$ cat src/rtl/shift_ctrl.sv
// shift_ctrl: sequencer for an external 8-bit left/right shift register.
// Takes a byte on a ready/start handshake and parallel-loads it into the register.
// It then clocks eight bits out and in at DIV cycles per bit.
// At the end it returns the captured byte with a one-cycle done pulse.
// Optional feature macro: SHIFT_CTRL_LOOPBACK_EN adds a loopback input that, when
// latched high, feeds the register's serial output back to its serial input.
module shift_ctrl #(
  parameter int unsigned DIV = 4
) (
  input  logic       clk,
  input  logic       rst,
  input  logic       start,
  input  logic       dir,
  input  logic [7:0] tx_data,
`ifdef SHIFT_CTRL_LOOPBACK_EN
  input  logic       loopback,
`endif
  output logic       ready,
  output logic       busy,
  output logic       done,
  output logic [7:0] rx_data,
  input  logic       serial_in,
  output logic       serial_out,
  output logic [7:0] sr_parallel_in,
  input  logic [7:0] sr_parallel_out,
  output logic       sr_serial_in,
  input  logic       sr_serial_out,
  output logic       sr_load,
  output logic       sr_lshift,
  output logic       sr_rshift,
  output logic       sr_en
);

  localparam logic [1:0] ST_IDLE  = 2'd0;
  localparam logic [1:0] ST_LOAD  = 2'd1;
  localparam logic [1:0] ST_SHIFT = 2'd2;
  localparam logic [1:0] ST_DONE  = 2'd3;

  localparam logic [7:0] DIV_M1 = 8'(DIV - 1);

  logic [1:0] state_q, state_d;
  logic [7:0] div_q, div_d;
  logic [2:0] bit_q, bit_d;
  logic       dir_q, dir_d;
  logic       lb_q, lb_d;
  logic       ready_q, ready_d;
  logic       busy_q, busy_d;
  logic       done_q, done_d;
  logic [7:0] rx_q, rx_d;
  logic [7:0] pin_q, pin_d;
  logic       load_q, load_d;
  logic       lsh_q, lsh_d;
  logic       rsh_q, rsh_d;
  logic       en_q, en_d;

  // Next-state and next-output computation for the transfer sequence
  always_comb begin
    state_d = state_q;
    div_d   = div_q;
    bit_d   = bit_q;
    dir_d   = dir_q;
    lb_d    = lb_q;
    ready_d = ready_q;
    done_d  = 1'b0;
    rx_d    = rx_q;
    pin_d   = pin_q;
    load_d  = 1'b0;
    lsh_d   = lsh_q;
    rsh_d   = rsh_q;
    en_d    = 1'b0;
    case (state_q)
      ST_IDLE: begin
        if (start) begin
          dir_d   = dir;
          pin_d   = tx_data;
`ifdef SHIFT_CTRL_LOOPBACK_EN
          lb_d    = loopback;
`else
          lb_d    = 1'b0;
`endif
          ready_d = 1'b0;
          load_d  = 1'b1;
          state_d = ST_LOAD;
        end
      end
      ST_LOAD: begin
        div_d   = 8'd0;
        bit_d   = 3'd0;
        rsh_d   = ~dir_q;
        lsh_d   = dir_q;
        state_d = ST_SHIFT;
      end
      ST_SHIFT: begin
        if (div_q == DIV_M1) begin
          div_d = 8'd0;
          bit_d = bit_q + 3'd1;
          if (bit_q == 3'd7) state_d = ST_DONE;
        end else begin
          div_d = div_q + 8'd1;
        end
      end
      default: begin
        rx_d    = sr_parallel_out;
        done_d  = 1'b1;
        ready_d = 1'b1;
        rsh_d   = 1'b0;
        lsh_d   = 1'b0;
        div_d   = 8'd0;
        bit_d   = 3'd0;
        state_d = ST_IDLE;
      end
    endcase
    // Enable is registered, so it is decided from the divider value of the coming cycle;
    // the load cycle enables the register too.
    if (load_d || ((state_d == ST_SHIFT) && (div_d == DIV_M1))) en_d = 1'b1;
    busy_d = ~ready_d;
  end

  // State and output registers with synchronous active-low reset
  always_ff @(posedge clk) begin
    if (!rst) begin
      state_q <= ST_IDLE;
      div_q   <= 8'd0;
      bit_q   <= 3'd0;
      dir_q   <= 1'b0;
      lb_q    <= 1'b0;
      ready_q <= 1'b1;
      busy_q  <= 1'b0;
      done_q  <= 1'b0;
      rx_q    <= 8'h00;
      pin_q   <= 8'h00;
      load_q  <= 1'b0;
      lsh_q   <= 1'b0;
      rsh_q   <= 1'b0;
      en_q    <= 1'b0;
    end else begin
      state_q <= state_d;
      div_q   <= div_d;
      bit_q   <= bit_d;
      dir_q   <= dir_d;
      lb_q    <= lb_d;
      ready_q <= ready_d;
      busy_q  <= busy_d;
      done_q  <= done_d;
      rx_q    <= rx_d;
      pin_q   <= pin_d;
      load_q  <= load_d;
      lsh_q   <= lsh_d;
      rsh_q   <= rsh_d;
      en_q    <= en_d;
    end
  end

  assign ready          = ready_q;
  assign busy           = busy_q;
  assign done           = done_q;
  assign rx_data        = rx_q;
  assign sr_parallel_in = pin_q;
  assign sr_load        = load_q;
  assign sr_lshift      = lsh_q;
  assign sr_rshift      = rsh_q;
  assign sr_en          = en_q;
  // The register's serial output is already a flop; pass it straight through.
  assign serial_out     = sr_serial_out;
`ifdef SHIFT_CTRL_LOOPBACK_EN
  assign sr_serial_in   = lb_q ? sr_serial_out : serial_in;
`else
  assign sr_serial_in   = serial_in;
`endif

endmodule

$ cat config.mk
export PLATFORM = sky130hd
export DESIGN_NAME = shift_ctrl
export DESIGN_NICKNAME = d
export VERILOG_FILES = /design/src/rtl/shift_ctrl.sv
export SDC_FILE = /design/constraint.sdc
export NUM_CORES = 1
export LEC_CHECK = 0
export ABC_AREA = 1
export CORE_ASPECT_RATIO = 1.1
export CORE_MARGIN = 1
export CORE_UTILIZATION = 47
export CTS_BUF_LIST = sky130_fd_sc_hd__clkbuf_16
export CTS_CLUSTER_SIZE = 8
export DETAILED_ROUTE_END_ITERATION = 16
export PLACE_DENSITY = 0.79
export SLEW_MARGIN = 20
export SYNTH_ARGS = -nofsm -noshare
export SYNTH_HDL_FRONTEND = slang
export SYNTH_SLANG_ARGS = --single-unit
$ cat constraint.sdc
create_clock -name clk -period 1.75 [get_ports clk]
set_clock_uncertainty 0.05 [all_clocks]
set_input_delay 0.525 -clock clk [delete_from_list [all_inputs] [get_ports clk]]
set_output_delay 0.525 -clock clk [all_outputs]
set_load 0.01 [all_outputs]
# Yosys cells after proc, flatten, opt, wreduce, memory -nomap -nowiden
# Cells that the tools add are included.
# totals
in_bits,22
out_inout_bits,25
reg_bits,37
# classes
reduce_logical,8
muxes,16
add_sub_neg,2
n_eq_ne,7
n_bitwise,3
# ops
operator,n
"8-bit by 2-bit == test with 1-bit output, second input constant",2
8-bit case mux with 2 select lines,1
"8-bit by 1-bit adder with 8-bit output, second input constant",1
8-bit 2-to-1 mux,1
2-bit 2-to-1 mux,3
1-bit case mux with 2 select lines,3
2-bit case mux with 3 select lines,1
3-bit case mux with 2 select lines,1
1-bit 2-to-1 mux,5
"2-bit == test, second input constant",2
2-bit AND reduction,2
2-bit OR reduction,2
"3-bit by 1-bit adder with 3-bit output, second input constant",1
"3-bit == test, second input constant",1
3-bit 2-to-1 mux,1
1-bit inverter,3
3-bit OR reduction,1
"2-bit by 1-bit == test with 1-bit output, second input constant",1
2-bit logical NOT,1
"2-bit inequality test, second input constant",1
1-bit logical AND,1
1-bit logical OR,1

# Depth between registers and ports, before layout
# logic_depth
ltp_word,8
mapped_depth,11
ltp_nobuf,11

# Worst setup path before layout
# Ideal clock, no wire load.
# synth_path
kind,reg2reg
start,register state_q[0]
end,register ready_q (netlist: ready)
stages_incl_launch_ff,9
slack_ns,0.273
synth_period_minus_slack_ns,1.477
setup_time_ns,0.119
t_required_ns,1.581
t_arrival_ns,1.308
path_cell_list,dfxtp_1 -> inv_1 -> ha_1 -> buf_2 -> inv_1 -> nor2_1 -> o21a_1 -> nor3_1 -> inv_1
# synth_between
elab_chain_cells,3
# synth_rtl
element,line_no,text
from (decl),41,"logic [1:0] state_q, state_d;"
from (signal assigned),137,state_q <= state_d;
2-bit == test / 2-bit by 1-bit == test with 1-bit output (equally long branches),71,case (state_q)
2-bit OR reduction (no line),n/a,
1-bit case mux with 2 select lines *,71,
to (signal assigned),142,ready_q <= ready_d;
to (decl),46,"logic ready_q, ready_d;"
# Mark *: on every way between the ends. The rest lies on a longest branch, timed or not.
# A chain may end at the register's enable or synchronous reset.

# Final worst setup path
# layout_path
start,register rx_q[3] (netlist: rx_data[3])
end,output rx_data[3]
# layout_lines
element,line_no,text
from (decl),49,"logic [7:0] rx_q, rx_d;"
from (signal assigned),145,rx_q <= rx_d;
to (decl),21,"output logic [7:0] rx_data,"
# No word-level cell between the ends.

==> metrics <==
initial antenna violation count 0; total track usage roughly 23%; Antenna Cells 0; Die Width 58.24 um; Seq cells post-synth 37; Critical Path Max Stage Delay approximately 0.53 ns; buffer and inverter count on the worst path 1; Rows 22; Clock Path Buffers 2; Slew headroom between 70% and 80%; die height 63.87 um; RSZ-0062 raised after global routing no; syn_area_per_cell between 7 and 8 um2; placed cell area 2147 um2; Final setup viols 0; run status completed; worst reg2reg startpoint state_q[0]$_SDFF_PN0_; fraction of layout cells with a size suffix above 1 10.33%; largest net degree at the start of global routing 19; P_sw approximately 690 uW; met2 usage 40.52%; crit path max-delay cell type clkdlybuf4s50_1; Worst Path Required 1.17 ns; latest clock arrival within the worst-skew pair around 0.28 ns; Most Crowded Layer GR met2; Comb power frac approximately 25%; Max VDD drop 849.3 uV; Worst Setup SP rx_data[3]$_SDFFE_PN0P_; final instance area between 2000 and 2500 um2; R2R Setup Slk 0.15 ns; Worst Setup EP rx_data[3]; clock tree root buffer cell clkbuf_16; area grow syn2layout 42.54%; critical-path maximum fanout 2; Internal 1.746 mW; vias in the first global route roughly 1500; Fmax achieved around 0.6 GHz; sequential fraction of the synthesis area between 40% and 50%; power share of the sequential group 40.7%; Post-DRT Antenna Nets 0; Sw Ratio 28.25%; Min Clock Period, post-route 1.714 ns; power per cell area 1044 nW/um2; Post-Syn Instances about 220; CTS clock-pin slew for the worst setup and hold paths around 0.05 ns; Leak around 1.3 nW; ys async rst share 0%; synthesized cell area 1635 um2; fin cells ~320; Initial Util between 40% and 50%; 1st-pass router iterations 6; total of max-cap violations 0; number of synthesized flops with an enable pin 0; crit share post-route 97.97%; Final Max Slew Viols 0; met3 GRT Util ~8.5%; detailed placement HPWL about 2.8 mm; Core ar. 3331 um2; post-synthesis cell type count 24; Total Die Area roughly 3700 um2; Worst setup SP type flop; synth top area cells dfxtp_1 (45%), nor2_1 (9.9%), nand2_1 (8.5%); via count roughly 1500; Synth area leader dfxtp_1; Min-Delay Path Class reg -> reg; Warnings, synthesis 0; hold_buf cts 0; Worst path top cell family by delay buffers and inverters; Placed Cells between 300 and 400; top cell type's share of synthesized area between 40% and 50%; Worst Tran Pin Value around 0.31 ns; net count after synthesis around 250; crit-path cells clkdlybuf4s50_1; FF-to-FF path depth 8; Critical Path Stages 1; # DRC 0; Routability Congestion roughly 0.77; CTS sink cnt 37; Port-buffer cells 42; CTS tree yes; Clk pwr share 34.3%; Nets around 300; Setup CP Type reg -> out; Post-Place Worst Slack 0.02386 ns; CTS H-tree depth 2; vias per cell about 4.9; first-pass GRT wire length around 6.4 mm; DR iter-0 viols 35; top-count cell post-synth nor2_1; Synth top cells by count nor2_1 (43), dfxtp_1 (37), nand2_1 (37); Sum Neg Setup Slack 0 ns; worst hold slack about 0.42 ns; total grt overflow 0; Worst setup EP type output port; crit path DAT ~1.1 ns; Hold Fails Final Rpt 0; DR WL/cell about 12 um; met1 GRT Util between 20% and 30%; setup ws final roughly 0.036 ns; IO Pins 47; Primary FF master, synth dfxtp_1; r2r endpoint sr_en$_SDFF_PN0_; final wirelength 3.767 mm; total CTS buffers 5
==> worst min path at each step <==
stage	startpoint	endpoint	slack, ns	cells after the start
CTS	sr_rshift$_SDFFE_PN0N_	sr_rshift$_SDFFE_PN0N_	0.43	2
global route	sr_rshift$_SDFFE_PN0N_	sr_rshift$_SDFFE_PN0N_	0.44	2
detailed placement	sr_rshift$_SDFFE_PN0N_	sr_rshift$_SDFFE_PN0N_	0.42	2
global placement	bit_q[2]$_SDFFE_PN0P_	bit_q[2]$_SDFFE_PN0P_	0.41	2
finish	sr_rshift$_SDFFE_PN0N_	sr_rshift$_SDFFE_PN0N_	0.42	2
floorplan	dir_q$_SDFFE_PN0P_	dir_q$_SDFFE_PN0P_	0.40	2
==> layout by cell type (no fill, tap or decap), drive strengths merged <==
cell and n:
a21oi 16, o21a 1, nor3 3, nor2 45, a21o 1, o21ai 19, clkdlybuf4s50 26, dfxtp 37
a211oi 1, ha 8, dlymetal6s2s 16, buf 10, clkinvlp 1, nand4 1, inv 23, nand3 18
o21bai 1, clkbuf 5, nand2 38, clkinv 1
==> power by group through the flow <==
| stage | Sequential (mW) | Clock [mW] | Combinational, mW |
|---|---|---|---|
| global placement | 1.01 | 0 | 0.589 |
| floorplan | 1.04 | 0 | 0.289 |
| finish | 0.992 | 0.836 | 0.607 |
| global route | 1.00 | 0.892 | 0.674 |
| detailed placement | 1.01 | 0 | 0.607 |
| CTS | 0.993 | 0.844 | 0.615 |
==> state kept, by name, summed over array words and instances (netlist names) <==
signal and flops:
busy 1, sr_parallel_in 8, sr_rshift 1, sr_en 1, div_q 8, state_q 2
sr_lshift 1, bit_q 3, sr_load 1, ready 1, done 1, dir_q 1
rx_data 8
==> repair_timing <==
action                                 CTS  global route
gates resized for setup                  0            19
endpoints found under the hold margin    0             0
setup endpoints to repair                0            19
buffers inserted                         0             0
==> metrics by stage <==
stage	utilization, %	power, mW
after floorplan	-	1.331
after global placement	64.46	1.598
after detailed placement	64.46	1.616
after CTS	68.56	2.453
after global routing	69.99	2.568
final	69.99	2.434
==> layer usage <==
layer / wire length (um) / vias up
li1: - / 804
met1: 1551 / 705
met2: 1947 / 34
met3: 204 / 6
met4: 64 / 0
met5: 0 / -
==> cell type report <==
class                      count  area, um2
inverter                      23      86.33
clock buffer                   5      125.1
clock inverter                 2      11.26
sequential                    37      740.7
timing repair buffer          52      535.5
tap                           48      60.06
fill                         277      999.7
multi-input combinational    152      772.0
==> kinds of logic after synthesis <==
group | share of synthesized area [%]
AND/OR/NAND/NOR | 27.85
AO/OA/AOI/OAI | 12.78
buffers and inverters | 7.956
flip-flops | 45.29
adder cells (fa/ha/maj) | 6.121
Note: power is estimated with default switching activity, not from simulation.
